<file path="config.mk">
export PLATFORM = sky130hd
export DESIGN_NAME = fetch_pc_unit
export DESIGN_NICKNAME = d
export VERILOG_FILES = /design/src/rtl/fetch_pkg.sv /design/src/rtl/fetch_queue.sv /design/src/rtl/fetch_pc_unit.sv
export SDC_FILE = /design/constraint.sdc
export NUM_CORES = 1
export LEC_CHECK = 0
export ABC_AREA = 1
export CORE_MARGIN = 2
export CORE_UTILIZATION = 56
export CTS_CLUSTER_SIZE = 30
export DETAILED_ROUTE_END_ITERATION = 6
export PLACE_DENSITY = 0.91
export SYNTH_ARGS = -nofsm -noshare
export SYNTH_HDL_FRONTEND = slang
export SYNTH_HIERARCHICAL = 1
export SYNTH_SLANG_ARGS = --single-unit
</file>
<file path="constraint.sdc">
create_clock -name fetch_clk -period 7.3 [get_ports fetch_clk]
set_clock_uncertainty 0.05 [all_clocks]
set_input_delay 0.73 -clock fetch_clk [delete_from_list [all_inputs] [get_ports fetch_clk]]
set_output_delay 0.73 -clock fetch_clk [all_outputs]
set_load 0.05 [all_outputs]
</file>
<file path="src/rtl/fetch_pkg.sv">
// Shared types for the instruction-fetch front end: the queue entry layout,
// the fetch FSM states and PC helpers.
package fetch_pkg;

  localparam int unsigned INSTR_BYTES = 4;

  typedef enum logic {
    ST_BOOT = 1'b0,
    ST_RUN  = 1'b1
  } fetch_state_e;

  typedef struct packed {
    logic [31:0] pc;
    logic [31:0] instr;
    logic        pred_taken;
    logic [31:0] pred_target;
  } fetch_entry_t;

  function automatic logic [31:0] word_align(input logic [31:0] addr);
    return addr & 32'hFFFF_FFFC;
  endfunction

endpackage

</file>
<file path="src/rtl/fetch_queue.sv">
// Small synchronous FIFO holding fetched instructions and their predictions
// until decode consumes them; flush empties it in one cycle.
module fetch_queue
  import fetch_pkg::*;
#(
  parameter int unsigned FQ_DEPTH = 4
) (
  input  logic                         clk_i,
  input  logic                         rst_i,
  input  logic                         flush_i,
  input  logic                         enq_i,
  input  fetch_entry_t                 enq_entry_i,
  input  logic                         deq_i,
  output logic                         valid_o,
  output fetch_entry_t                 head_o,
  output logic [$clog2(FQ_DEPTH):0]    count_o
);

  localparam int unsigned AW = $clog2(FQ_DEPTH);
  localparam int unsigned CW = AW + 1;

  fetch_entry_t  mem_q [FQ_DEPTH];
  logic [AW-1:0] wr_ptr_q, rd_ptr_q;
  logic [CW-1:0] count_q;
  logic          deq_ok;
  logic          full;

  assign deq_ok  = deq_i && valid_o;
  assign full    = (count_q == CW'(FQ_DEPTH));
  assign valid_o = (count_q != '0);
  assign count_o = count_q;
  assign head_o  = valid_o ? mem_q[rd_ptr_q] : '0;

  always_ff @(posedge clk_i) begin
    if (rst_i || flush_i) begin
      wr_ptr_q <= '0;
      rd_ptr_q <= '0;
      count_q  <= '0;
    end else begin
      if (enq_i) wr_ptr_q <= wr_ptr_q + AW'(1);
      if (deq_ok) rd_ptr_q <= rd_ptr_q + AW'(1);
      count_q <= count_q + CW'(enq_i) - CW'(deq_ok);
    end
  end

  // Storage needs no reset: count gates every read of it.
  always_ff @(posedge clk_i) begin
    if (enq_i && !flush_i && !rst_i) mem_q[wr_ptr_q] <= enq_entry_i;
  end

  a_no_enq_when_full: assert property (@(posedge clk_i) disable iff (rst_i)
    !(enq_i && !flush_i && full));

endmodule

</file>
<file path="src/rtl/fetch_pc_unit.sv">
// Fetch front end: owns the fetch PC, issues one I-mem request and BTB lookup
// per cycle, steers on next-cycle BTB hits and buffers results for decode.
module fetch_pc_unit
  import fetch_pkg::*;
#(
  parameter logic [31:0] RESET_PC = 32'h0000_0000,
  parameter int unsigned FQ_DEPTH = 4
) (
  input  logic        fetch_clk,
  input  logic        fetch_reset,
  input  logic        fetch_redirect,
  input  logic [31:0] fetch_redirect_pc,
  output logic [31:0] fetch_btb_pc,
  input  logic        fetch_btb_hit,
  input  logic [31:0] fetch_btb_target,
  output logic        fetch_imem_req,
  output logic [31:0] fetch_imem_addr,
  input  logic        fetch_imem_ready,
  input  logic [31:0] fetch_imem_rdata,
  output logic        fetch_dec_valid,
  input  logic        fetch_dec_ready,
  output logic [31:0] fetch_dec_pc,
  output logic [31:0] fetch_dec_instr,
  output logic        fetch_dec_pred_taken,
  output logic [31:0] fetch_dec_pred_target
);

  localparam int unsigned CW = $clog2(FQ_DEPTH) + 1;

  fetch_state_e  state_q, state_d;
  logic [31:0]   pc_q, pc_d;
  logic          look_pend_q, look_pend_d;
  logic [31:0]   look_pc_q, look_pc_d;

  logic [31:0]   nf;
  logic          deq, enq, accepted, issue_ok;
  logic [CW:0]   credit;
  logic [CW-1:0] count;
  fetch_entry_t  enq_entry, head;

  always_ff @(posedge fetch_clk) begin
    if (fetch_reset) begin
      state_q     <= ST_BOOT;
      pc_q        <= RESET_PC;
      look_pend_q <= 1'b0;
      look_pc_q   <= '0;
    end else begin
      state_q     <= state_d;
      pc_q        <= pc_d;
      look_pend_q <= look_pend_d;
      look_pc_q   <= look_pc_d;
    end
  end

  // Credits count queued entries plus the in-flight response, so an accepted
  // request always has a slot waiting for it.
  always_comb begin
    state_d        = state_q;
    nf             = (look_pend_q && fetch_btb_hit) ? word_align(fetch_btb_target) : pc_q;
    deq            = fetch_dec_valid && fetch_dec_ready && !fetch_redirect;
    credit         = {1'b0, count} + {{CW{1'b0}}, look_pend_q} - {{CW{1'b0}}, deq};
    issue_ok       = (credit < (CW + 1)'(FQ_DEPTH)) && !fetch_redirect;
    fetch_imem_req = 1'b0;

    unique case (state_q)
      ST_BOOT: state_d = ST_RUN;
      ST_RUN: begin
        state_d        = ST_RUN;
        fetch_imem_req = issue_ok;
      end
    endcase

    accepted = fetch_imem_req && fetch_imem_ready;

    if (fetch_redirect) pc_d = word_align(fetch_redirect_pc);
    else if (accepted)  pc_d = nf + 32'(INSTR_BYTES);
    else                pc_d = nf;

    look_pend_d = accepted;
    look_pc_d   = accepted ? nf : look_pc_q;
    enq         = look_pend_q && !fetch_redirect;

    enq_entry.pc          = look_pc_q;
    enq_entry.instr       = fetch_imem_rdata;
    enq_entry.pred_taken  = fetch_btb_hit;
    enq_entry.pred_target = word_align(fetch_btb_target);
  end

  assign fetch_imem_addr       = nf;
  assign fetch_btb_pc          = nf;
  assign fetch_dec_pc          = head.pc;
  assign fetch_dec_instr       = head.instr;
  assign fetch_dec_pred_taken  = head.pred_taken;
  assign fetch_dec_pred_target = head.pred_target;

  fetch_queue #(
    .FQ_DEPTH (FQ_DEPTH)
  ) u_queue (
    .clk_i       (fetch_clk),
    .rst_i       (fetch_reset),
    .flush_i     (fetch_redirect),
    .enq_i       (enq),
    .enq_entry_i (enq_entry),
    .deq_i       (deq),
    .valid_o     (fetch_dec_valid),
    .head_o      (head),
    .count_o     (count)
  );

endmodule

</file>
==> out/qor.yml <==
yosys:
  netlist_instances: 2301
  synthDistinctLibCells: 34
  synth-edff-count: 388
  synth.ff_latch_count: 463
  asyncSetResetFlopFracSynth_pct: 0
  yosysSeqAreaShare_pct: 60.9
  synthFlopType: "sky130_fd_sc_hd__edfxtp_1"
  synth_warnings: 6
  synthesis.area_um2: 21600
  post_synth.cell_area_avg_um2: 9.38
clock_tree:
  tritoncts: "done"
  post_cts.resized_instances: 0
  clock_tree.htree_level_count: 2
  cts.root.buffer_cell: "sky130_fd_sc_hd__clkbuf_16"
  cts_hold_buf: 0
  insertion_delay_ps: 550
  cts.sinks: 463
  clk_path_buf_depth: 3
  buffers_inserted_by_post_cts_timing_repair: 0
  clk_pin_slew_ps: 60
  numCtsBuffers: 48
worst_setup_path:
  critical_path.max_fanout: 11
  regToRegSetupSlack_ps: 3110
  worstReg2RegStart: "u_queue/count_o[1]$_SDFF_PP0_"
  cp.arrival_ps: 4090
  timing_worst_setup_path_type: "in2out"
  worst-endpoint-required_ps: 6520
  cp-end-kind: "output pin"
  startpoint_type: "primary input"
  critical_path.reg2reg.endpoint: "pc_q[18]$_SDFF_PP0_"
  worst-r2r-cell-count: 20
sta:
  slew_headroom_pct: 29.6
  max_slew.worst_pin.slew_ps: 1050
  hold_viol: 0
  final_min_period_over_clock_period_pct: 66.7
  maxClockFrequency_mhz: 205
  rsz0062_at_grt: "false"
  timing.final.crit_period_ps: 4870
  setup_viol: 0
  fin_tns_setup_ps: 0
  drv_slew: 0
hold_path:
  worst_hold_path.endpoint: "pc_q[0]$_SDFF_PP0_"
  worst_hold_check_path_type: "reg2reg"
  worstHoldStart: "pc_q[0]$_SDFF_PP0_"
  holdPathStages: 2
floorplan:
  number_of_ports_placed_on_the_die_boundary: 265
  initial_core_util_pct: 57.0
  fp.dieH_um: 200
  coreArea_um2: 37800
  dieArea_um2: 40100
  number_of_placement_rows: 71
  dieWidth_um: 200
global_route:
  grt_start_max_net_pins: 124
  grtUsageTotal_pct: 27.9
  antenna_violations_before_repair: 9
  grt_first_pass_wirelength_mm: 87.0
  via_count_of_the_first_global_routing_pass: 16372
  grt.overflow.total: 0
place:
  place_area_um2: 24100
  numPortBuffers: 260
  dpl.cell_count: 2961
  global_placement_routability_congestion: 0.916
  detailed_place_hpwl_mm: 36.6
pwr:
  leakage_uw: 0.0109
  total_power_draw_uw: 5650
  power.density_cell_area_nw_per_um2: 220
  vdd_drop_max_mv: 0.160
final_layout:
  post_route_cells_drive_above_1_share_pct: 7.01
  area_growth_pct: 19.0
  design_area_um2: 25700
  multi_input_comb_area_um2: 5770
  num-nets-final: 2613
  fillCellCount: 2719
  layout_commonest_cell: "sky130_fd_sc_hd__nand2_1"
  ff_latch_area_um2: 13200
  final_cell_mix: "560 x sky130_fd_sc_hd__nand2_1, 477 x sky130_fd_sc_hd__inv_1, 388 x sky130_fd_sc_hd__edfxtp_1"
  instances_no_fill: 3058
drt:
  vias_per_cell: 5.45
  drt_drc_violations_left: 0
  drt_pre_antenna_iters: 6
  wirelength_mm: 58.1
  first_iter_violations: 1649
  detail-route-antenna-nets: 0
  num_vias: 16672
  avgRoutedWirePerCell_um: 19.0
job:
  maxCapViolCount: 0
outcome:
  status: "complete, no violations"
-- where the power goes --
part,switching [uW],internal [uW]
clock network,969,1390
registers,15.8,2880
logic,273,129
total,1260,4400
-- cell usage after synthesis (all sizes together) (3+ instances only) --
| cell | n | area, um^2 |
|---|---|---|
| o211ai | 4 | 30.0 |
| nand2 | 593 | 2360 |
| nor2 | 115 | 564 |
| edfxtp | 388 | 11700 |
| clkbuf | 24 | 90.1 |
| a21oi | 146 | 742 |
| ha | 10 | 125 |
| buf | 114 | 813 |
| inv | 482 | 1810 |
| o21ai | 53 | 265 |
| xor2 | 3 | 26.3 |
| nor3 | 3 | 15.0 |
| nand4 | 3 | 18.8 |
| nand3 | 281 | 1520 |
| dfxtp | 75 | 1500 |
-- worst max path at each step --
stage	from	endpoint	slack [ps]
final	fetch_redirect	fetch_imem_req	2430
after global routing	fetch_redirect	fetch_imem_req	2290
after CTS	fetch_redirect	fetch_imem_req	2500
after detailed placement	fetch_redirect	pc_q[18]$_SDFF_PP0_	2380
after global placement	fetch_redirect	pc_q[4]$_SDFF_PP0_	2460
after floorplan	fetch_redirect	u_queue/mem_q[0][0]$_DFFE_PP_	1420
-- critical path, cell delays in order --
cell,delay (ps)
sky130_fd_sc_hd__clkdlybuf4s50_1,710
sky130_fd_sc_hd__nor2_1,390
sky130_fd_sc_hd__ha_1,200
sky130_fd_sc_hd__inv_1,40
sky130_fd_sc_hd__ha_1,280
sky130_fd_sc_hd__nand2_1,70
sky130_fd_sc_hd__inv_1,40
sky130_fd_sc_hd__nand2_1,70
sky130_fd_sc_hd__nand2_1,50
sky130_fd_sc_hd__nand2_1,50
sky130_fd_sc_hd__nand2_1,70
sky130_fd_sc_hd__nor2_2,460
sky130_fd_sc_hd__clkdlybuf4s50_1,920
-- flip-flops by register name, indices dropped and copies added (netlist names), named ones only --
signal,flops
u_queue/mem_q,388
look_pc_q,32
pc_q,32
u_queue/count_o,3
u_queue/rd_ptr_q,2
u_queue/wr_ptr_q,2
look_pend_q,1
state_q,1
-- metrics by stage --
| step | hold WS, ps | worst slack (ps) | utilization (%) |
|---|---|---|---|
| floorplan | 375 | 1420 | - |
| global placement | 386 | 2460 | 63.8 |
| detailed placement | 391 | 2380 | 63.8 |
| CTS | 399 | 2500 | 67.8 |
| global route | 408 | 2290 | 67.9 |
| finish | 404 | 2430 | 67.9 |
-- cells by family (layout without fill, tap and decap cells) --
group / after synthesis / after routing / share of synthesized area, %
XOR/XNOR: 3 / 3 / 0.122
AO/OA/AOI/OAI: 205 / 205 / 4.86
adder cells (fa/ha/maj): 11 / 11 / 0.672
other: 1 / 16 / 0.0174
flip-flops: 463 / 463 / 60.9
buffers and inverters: 621 / 852 / 12.6
AND/OR/NAND/NOR: 997 / 997 / 20.8
-- per-layer routing --
layer,track usage [%],vias up,routed length [um]
li1,-,7667,-
met1,34.0,7913,21400
met2,48.6,930,29200
met3,5.08,158,5350
met4,12.2,4,2090
met5,0,-,23
-- area by class of cell --
cell class                 instances  area share [%]
timing repair buffer             280            10.7
antenna                            8          0.0779
inverter                         483            7.09
sequential                       463            51.2
multi-input combinational       1224            22.5
clock inverter                    26           0.784
clock buffer                      63            5.18
tap                              511            2.49
(Power assumes the default switching activity.)
